`config.mk`:
```
export PLATFORM = sky130hd
export DESIGN_NAME = serial_bus_arbiter_nm
export DESIGN_NICKNAME = d
export VERILOG_FILES = /design/src/rtl/serial_bus_arbiter_nm.sv
export SDC_FILE = /design/constraint.sdc
export NUM_CORES = 1
export LEC_CHECK = 0
export ABC_AREA = 1
export CAP_MARGIN = 20
export CORE_ASPECT_RATIO = 0.5
export CORE_MARGIN = 3
export CORE_UTILIZATION = 35
export CTS_CLUSTER_SIZE = 28
export DETAILED_ROUTE_END_ITERATION = 7
export PLACE_DENSITY = 0.76
export SLEW_MARGIN = 30
export SYNTH_ARGS = -nofsm -noshare
export SYNTH_HDL_FRONTEND = slang
export SYNTH_SLANG_ARGS = --single-unit
```
`constraint.sdc`:
```
create_clock -name clk -period 1.6 [get_ports clk]
set_input_delay 0.32 -clock clk [delete_from_list [all_inputs] [get_ports clk]]
set_output_delay 0.32 -clock clk [all_outputs]
set_load 0.1 [all_outputs]
```
`src/rtl/serial_bus_arbiter_nm.sv`:
```
// serial_bus_arbiter_nm
// Multi-master arbiter and serial address decoder for the serial system bus.
// A granted master shifts in an ADDR_W-bit slave address (MSB first). A valid
// address connects the master to that slave for DATA_CYCLES cycles. An
// out-of-range address is rejected without touching any slave.
// Optional feature macro: ARB_ROUND_ROBIN_EN. When it is defined, arbitration
// is round-robin. When it is undefined, the lowest requesting index wins.
module serial_bus_arbiter_nm #(
  parameter int NUM_MASTERS = 2,
  parameter int NUM_SLAVES  = 4,
  parameter int ADDR_W      = 3,
  parameter int DATA_CYCLES = 27
) (
  input  logic                   clk,
  input  logic                   rst,
  input  logic [NUM_MASTERS-1:0] m_mode,
  input  logic [NUM_MASTERS-1:0] m_wr_bus,
  input  logic [NUM_MASTERS-1:0] m_master_valid,
  input  logic [NUM_MASTERS-1:0] m_master_ready,
  output logic [NUM_MASTERS-1:0] m_rd_bus,
  output logic [NUM_MASTERS-1:0] m_ack,
  output logic [NUM_MASTERS-1:0] m_slave_ready,
  output logic [NUM_MASTERS-1:0] m_slave_valid,
  output logic [NUM_MASTERS-1:0] m_grant,
  output logic [NUM_SLAVES-1:0]  s_mode,
  output logic [NUM_SLAVES-1:0]  s_wr_bus,
  output logic [NUM_SLAVES-1:0]  s_master_valid,
  output logic [NUM_SLAVES-1:0]  s_master_ready,
  input  logic [NUM_SLAVES-1:0]  s_rd_bus,
  input  logic [NUM_SLAVES-1:0]  s_slave_ready,
  input  logic [NUM_SLAVES-1:0]  s_slave_valid
);

  localparam int GW = (NUM_MASTERS > 1) ? $clog2(NUM_MASTERS) : 1;
  localparam int SW = (NUM_SLAVES > 1) ? $clog2(NUM_SLAVES) : 1;
  localparam int BW = $clog2(ADDR_W + 1);
  localparam int DW = $clog2(DATA_CYCLES + 1);

  localparam logic [1:0] ST_IDLE      = 2'd0;
  localparam logic [1:0] ST_ADDR      = 2'd1;
  localparam logic [1:0] ST_CONNECTED = 2'd2;
  localparam logic [1:0] ST_CLEAN     = 2'd3;

  logic [1:0]        state_r;
  logic [GW-1:0]     gnt_r;
  logic [ADDR_W-1:0] addr_r;
  logic [BW-1:0]     bitcnt_r;
  logic [DW-1:0]     datcnt_r;
  logic              ack_q_r;
  logic [SW-1:0]     sel_r;
`ifdef ARB_ROUND_ROBIN_EN
  logic [GW-1:0]     rr_ptr_r;
  logic              found_s;
`endif

  logic [GW-1:0]     winner_s;
  logic [GW-1:0]     idx_s;
  logic [ADDR_W-1:0] addr_shift_s;
  logic              addr_hit_s;
  logic              last_bit_s;
  logic              data_last_s;
  logic              gnt_valid_s;

  // Pick the master that wins arbitration this cycle.
  always_comb begin
    winner_s = '0;
    idx_s    = '0;
`ifdef ARB_ROUND_ROBIN_EN
    // Scan from the round-robin pointer upwards; the first requester wins.
    found_s = 1'b0;
    for (int k = 0; k < NUM_MASTERS; k++) begin
      idx_s = GW'((int'(rr_ptr_r) + k) % NUM_MASTERS);
      if (!found_s && m_master_valid[idx_s]) begin
        winner_s = idx_s;
        found_s  = 1'b1;
      end else begin
        winner_s = winner_s;
      end
    end
`else
    // Scan from the top down so that the lowest requester is written last.
    for (int k = NUM_MASTERS - 1; k >= 0; k--) begin
      idx_s = GW'(k);
      if (m_master_valid[idx_s]) begin
        winner_s = idx_s;
      end else begin
        winner_s = winner_s;
      end
    end
`endif
  end

  // Build the address as it would look after taking the current bit, and decode it.
  always_comb begin
    gnt_valid_s  = m_master_valid[gnt_r];
    addr_shift_s = ADDR_W'({addr_r, m_wr_bus[gnt_r]});
    addr_hit_s   = (32'(addr_shift_s) < 32'(NUM_SLAVES));
    last_bit_s   = (bitcnt_r == BW'(ADDR_W - 1));
    data_last_s  = (datcnt_r == DW'(DATA_CYCLES - 1));
  end

  // Transfer sequencing: arbitration, address shift and decode, data-phase count.
  always_ff @(posedge clk or posedge rst) begin
    if (rst) begin
      state_r  <= ST_IDLE;
      gnt_r    <= '0;
      addr_r   <= '0;
      bitcnt_r <= '0;
      datcnt_r <= '0;
      ack_q_r  <= 1'b0;
      sel_r    <= '0;
`ifdef ARB_ROUND_ROBIN_EN
      rr_ptr_r <= '0;
`endif
    end else begin
      case (state_r)
        ST_IDLE: begin
          if (|m_master_valid) begin
            gnt_r   <= winner_s;
            state_r <= ST_ADDR;
          end
        end
        ST_ADDR: begin
          // A low valid from the granted master stalls the address phase.
          if (gnt_valid_s) begin
            addr_r   <= addr_shift_s;
            bitcnt_r <= bitcnt_r + BW'(1);
            if (last_bit_s) begin
              if (addr_hit_s) begin
                sel_r   <= SW'(addr_shift_s);
                ack_q_r <= 1'b1;
                state_r <= ST_CONNECTED;
              end else begin
                ack_q_r <= 1'b0;
                state_r <= ST_CLEAN;
              end
            end
          end
        end
        ST_CONNECTED: begin
          // The data phase has a fixed length and ignores the handshakes.
          datcnt_r <= datcnt_r + DW'(1);
          if (data_last_s) begin
            state_r <= ST_CLEAN;
          end
        end
        ST_CLEAN: begin
          addr_r   <= '0;
          bitcnt_r <= '0;
          datcnt_r <= '0;
          ack_q_r  <= 1'b0;
`ifdef ARB_ROUND_ROBIN_EN
          rr_ptr_r <= GW'((int'(gnt_r) + 1) % NUM_MASTERS);
`endif
          state_r  <= ST_IDLE;
        end
        default: begin
          state_r <= ST_IDLE;
        end
      endcase
    end
  end

  // Drive grant/ack and route the granted master to the selected slave; all else stays 0.
  always_comb begin
    m_rd_bus       = '0;
    m_ack          = '0;
    m_slave_ready  = '0;
    m_slave_valid  = '0;
    m_grant        = '0;
    s_mode         = '0;
    s_wr_bus       = '0;
    s_master_valid = '0;
    s_master_ready = '0;
    case (state_r)
      ST_ADDR: begin
        m_grant[gnt_r]       = 1'b1;
        m_slave_ready[gnt_r] = 1'b1;
      end
      ST_CONNECTED: begin
        m_grant[gnt_r]        = 1'b1;
        m_ack[gnt_r]          = ack_q_r;
        s_mode[sel_r]         = m_mode[gnt_r];
        s_wr_bus[sel_r]       = m_wr_bus[gnt_r];
        s_master_valid[sel_r] = m_master_valid[gnt_r];
        s_master_ready[sel_r] = m_master_ready[gnt_r];
        m_rd_bus[gnt_r]       = s_rd_bus[sel_r];
        m_slave_ready[gnt_r]  = s_slave_ready[sel_r];
        m_slave_valid[gnt_r]  = s_slave_valid[sel_r];
      end
      default: begin
        m_grant = '0;
      end
    endcase
  end

endmodule
```
### Word-level counts from Yosys, hierarchy flattened

Index checks and enable logic that the tools add are counted.

* reductions and logical operators: 12
* bitwise operators: 8
* $lt $le $gt $ge: 5
* add/sub/neg operators: 2
* equal/unequal tests: 9
* muxes and demuxes: 44

Operators by type and width (number)
* 2-bit two-way mux: 10
* 1-bit two-way mux: 19
* 4-bit bitwise AND: 4
* 4-bit two-way mux: 4
* 2-bit case mux with 2 select lines: 3
* 5-bit case mux with 2 select lines: 1
* 2-bit bitwise AND: 4
* 2-bit != test (second input constant): 4
* 2-bit case mux with 4 select lines: 1
* 4-bit AND reduction: 2
* 1-bit binary-select mux with 2-bit select: 3
* 2-bit equality test (second input constant): 3
* 5-bit by 1-bit adder with 5-bit output (second input constant): 1
* 5-bit equality test (second input constant): 1
* 2-bit AND reduction: 2
* 2-bit nonzero test: 2
* 2-bit OR reduction: 2
* 2-bit by 3-bit < comparator with 1-bit output (second input constant): 1
* 3-bit < comparator (second input constant): 1
* 3-bit AND reduction: 1
* 2-bit by 1-bit adder with 2-bit output (second input constant): 1
* 1-bit demux with 2-bit select: 1
* 2-bit by 1-bit equality test with 1-bit output (second input constant): 1
* 2-bit by 1-bit greater-or-equal comparator with 1-bit output (second input constant): 1
* 6 further kinds: 7

* input port bits: 22
* register bits after elaboration: 15
* word-level logic and storage cells: 87

### Depth between registers and ports, before layout

* depth in word-level cells: 7
* mapped depth: 9

### Worst setup path before layout

Ideal clock, no wire load.

* path type: reg-to-output
* from: register state_r[0]
* to: output port m_slave_ready[0]
* buffers on the path: 1
* path slack: -1.203 ns
* data required time: 1.280 ns
* cell stages (with the launch flop): 6
* arrival time: 2.483 ns
* cell sequence: dfrtp_1 inv_1 ha_1 buf_2 nand2_1 a21oi_1

* cells in the longest elaborated chain, start to end: 2
* elaborated cells between the ends (all ways): 3
* those cells by class: eq/ne: 2; mux: 1

Ends and longest elaborated chain
* from (decl): RTL line 44 `logic [1:0] state_r;`
* from (signal assigned): RTL line 105 `state_r <= ST_IDLE;`
* from (signal assigned): RTL line 120 `state_r <= ST_ADDR;`
* from (signal assigned): RTL line 132 `state_r <= ST_CONNECTED;`
* 2-bit equality test / 2-bit by 1-bit equality test with 1-bit output (equally long branches): RTL line 175 `case (state_r)`
* 2-bit case mux with 2 select lines *: RTL line 175
* to (decl): RTL line 22 `output logic [NUM_MASTERS-1:0] m_slave_ready,`

Mark *: on every way between the ends. The rest lies on a longest branch, timed or not.

### Final worst setup path

* from: register state_r[0]
* to: output port s_wr_bus[3]

* cells in the longest elaborated chain, start to end: 2

Ends and longest elaborated chain
* 2-bit equality test: RTL line 175
* 4-bit two-way mux: RTL line 175
* to (decl): RTL line 26 `output logic [NUM_SLAVES-1:0] s_wr_bus,`

No other way between the ends.

==> impl_metrics.py <==
metrics = {
    "routing": {
        "drt_iter0_markers": 23,
        "drt_first_pass_iters": 4,
        "vias": 1411,
        "post_drt_wl_per_cell_um": 14.5,
        "antenna_left": 0,
        "routed_via_density": 4.93,
        "routed_wl_mm": 4.13,
        "drc": 0,
    },
    "pwr": {
        "internal_power_mw": 2.32,
        "ir_drop_v": 0.00105,
        "switching_power_mw": 2.88,
        "p_leak_nw": 1.11,
        "pwr-share-clk": 0.059,
        "pwr-share-seq": 0.133,
        "powerDensity_nw_per_um2": 2020,
        "combinationalPowerShare": 0.808,
        "swShare": 0.553,
    },
    "place": {
        "port_buffers": 47,
        "dp.final_hpwl_mm": 3.15,
        "place_congestion": 0.890,
        "place_inst": 279,
    },
    "logic_synthesis": {
        "netlist_instances": 171,
        "syn_area_sq_um": 1180,
        "ys_seq_elements": 15,
        "synth_top_family_by_area": "simple AND/OR/NAND/NOR gates",
        "yosys.area_share.simple": 0.354,
        "synthAdderAreaFrac": 0.0848,
        "muxShareOfSynthArea": 0.0286,
        "synthXorXnorAreaFrac": 0.00742,
        "yosysWarnings": 0,
        "synth-compound-area-share": 0.110,
        "avgSynthCellArea_sq_um": 6.90,
        "synth.lib_cells_used.distinct": 25,
        "yosysSeqAreaShare": 0.318,
        "syn_nets": 201,
    },
    "die": {
        "fp.dieH_um": 47.1,
        "die-area_sq_um": 4150,
        "core_sq_um": 3120,
        "dieWidth_um": 88.1,
        "placementRows": 14,
        "start_util": 0.378,
        "io_pins": 48,
    },
    "final_layout": {
        "drive_above_1_share": 0.480,
        "area_delta_synth_final_pct": 119,
        "final_cells": 286,
        "fin_nets": 277,
        "antenna_cells": 0,
    },
    "sta": {
        "max_slew_margin": 0.829,
        "holdWs_ns": 0.375,
        "setup_ws_ns": -0.264,
        "maxSlewViolCount": 0,
        "worst_pin_slew_ns": 0.256,
        "setup_violations": 26,
        "finalClockSkew_ns": 0.00136,
        "fin_crit_sh": 1.17,
        "max_freq_ghz": 0.536,
        "rsz0062_at_grt": "true",
        "hold_viol_final": 0,
        "period_minus_slack_ns": 1.86,
    },
    "critical_path": {
        "critPathCaptureType": "primary output",
        "cp-start-kind": "flop",
        "critPathMaxFanout": 8,
        "cp.required_ns": 1.28,
        "max_stage_delay_ns": 0.39,
        "arrival_ns": 1.54,
        "critical_path.cell_chain": "inv_2 > ha_4 > buf_6 > nand2_8 > nor2_4 > buf_12",
        "critPathKind": "flop to primary output",
        "slowest_stage": "dfrtp_1",
    },
    "cts": {
        "ctsHtreeMaxLevel": 1,
        "clk_latency_ns": 0.25,
        "ctsHoldBuffers": 0,
        "cts_tree": "done",
        "cts_buffer_depth": 2,
        "numCtsBuffers": 3,
        "clk_pin_slew_worst_paths_ns": 0.06,
        "cts.sinks": 15,
        "ctsRootBufferMaster": "clkbuf_8",
    },
    "grt": {
        "grt_overflow": 0,
        "antenna_found_initial": 0,
        "grt_max_degree": 16,
        "grt_pass1_wl_mm": 6.51,
        "grt_usage": 0.208,
        "grt_pass1_vias": 1433,
    },
    "hold_path": {
        "hp-class": "input port to async pin",
    },
    "run": {
        "cap_viol_max_count": 0,
    },
    "status": {
        "violations": "negative setup slack",
        "status": "finished, violations left",
    },
}
-- per-layer routing --
| metal | global-route usage | vias to the layer above | share of wire |
|---|---|---|---|
| li1 | - | 697 | - |
| met1 | 0.222 | 680 | 0.39 |
| met2 | 0.434 | 25 | 0.56 |
| met3 | 0.0420 | 9 | 0.026 |
| met4 | 0.0572 | 0 | 0.017 |
| met5 | 0 | - | 0 |
-- power by group through the flow --
stage | logic [mW] | clock network, mW | registers [mW]
2_1_floorplan | 2.61 | 0 | 0.621
3_3_place_gp | 3.75 | 0 | 0.673
3_5_place_dp | 3.84 | 0 | 0.687
4_1_cts | 4.15 | 0.308 | 0.686
5_1_grt | 4.41 | 0.322 | 0.706
6_report | 4.20 | 0.309 | 0.691
-- worst max-delay path: cells and delay by family, from the launching register on --
kind,cells,cell delay (ns)
flip-flops,1,0.39
buffers and inverters,3,0.45
AND/OR/NAND/NOR,2,0.17
adder cells (fa/ha/maj),1,0.28
-- area by class of cell --
cell class	instances	area (sq um)
clock buffer	4	45.0
timing repair buffer	75	982
tap	40	50.0
fill	185	539
sequential	15	378
inverter	23	101
multi-input combinational	129	1020
-- state kept, by name, summed over array words and instances, names as in the netlist --
signal and cells:
datcnt_r 5, addr_r 2, bitcnt_r 2, sel_r 2, state_r 2, ack_q_r 1
gnt_r 1
-- placed cells by master, fill, tap and decap left out, types with 2 or more instances in the layout --
cell / count
a21oi_1: 4
a21oi_2: 2
a21oi_4: 2
buf_12: 29
buf_4: 24
clkbuf_8: 3
clkdlybuf4s50_1: 21
clkinvlp_4: 2
dfrtp_1: 13
dfrtp_2: 2
ha_1: 5
ha_4: 3
inv_1: 16
inv_2: 3
mux2i_1: 2
nand2_1: 38
nand2_2: 6
nand2_4: 4
nand3_1: 11
nand3_4: 3
nor2_1: 3
nor2_2: 2
nor2_4: 25
o21ai_0: 4
o21ai_1: 6
o21ai_4: 2
-- timing repair --
action,in CTS,in global routing
pin swaps,3,2
gates resized for setup,17,0
setup endpoints to repair,26,27
buffers inserted,2,1
-- cells in the mapped netlist --
cell type,n,area (sq um)
nand3_1,14,70.1
dfrtp_1,15,375
a21oi_1,8,40.0
buf_2,3,15.0
nand2_1,45,169
o21ai_4,2,32.5
nor2_1,27,101
nand4_1,1,6.26
inv_1,20,75.1
nand2_4,1,11.3
nor2_4,1,11.3
inv_2,2,7.51
nor2_2,2,12.5
nor3_1,1,5.00
nand2_2,3,18.8
nand4_2,1,12.5
o21ai_1,6,30.0
o21ai_0,4,20.0
mux2i_1,2,20.0
xnor2_1,1,8.76
ha_1,8,100
a211oi_1,1,7.51
mux2i_2,1,13.8
buf_6,1,11.3
clkinv_2,1,5.00
-- kinds of logic (layout without fill, tap and decap cells) --
logic type / after synthesis / after routing
AOI/OAI and AO/OA: 21 / 21
muxes: 3 / 3
buffers and inverters: 27 / 102
and+or+nand+nor: 96 / 96
adders and majority gates: 8 / 8
DFF: 15 / 15
xor gates and xnor gates: 1 / 1
-- stage by stage --
stage	util	area [sq um]	worst slack (ns)	TNS, ns	total power [mW]
floorplan	-	1470	-0.200	-4.35	3.23
global placement	0.778	2420	-0.213	-2.26	4.42
detailed placement	0.778	2420	-0.233	-3.12	4.53
CTS	0.825	2570	-0.248	-5.93	5.14
global route	0.827	2580	-0.320	-7.53	5.44
finish	0.827	2580	-0.264	-6.19	5.20
-- final timing paths --
kind / from / end / slack [ns] / depth (start not counted)
min in group clk: datcnt_r[3] / datcnt_r[3] / 0.49 / 1
max in group asynchronous: rst / sel_r[0] / 1.04 / 3
min reg2reg: datcnt_r[3] / datcnt_r[3] / 0.49 / 1
min: rst / bitcnt_r[1] / 0.37 / 3
max: state_r[0] / s_wr_bus[3] / -0.26 / 6
max reg2reg: state_r[0] / datcnt_r[4] / 0.10 / 8
Power figures use the tool's default switching activity.
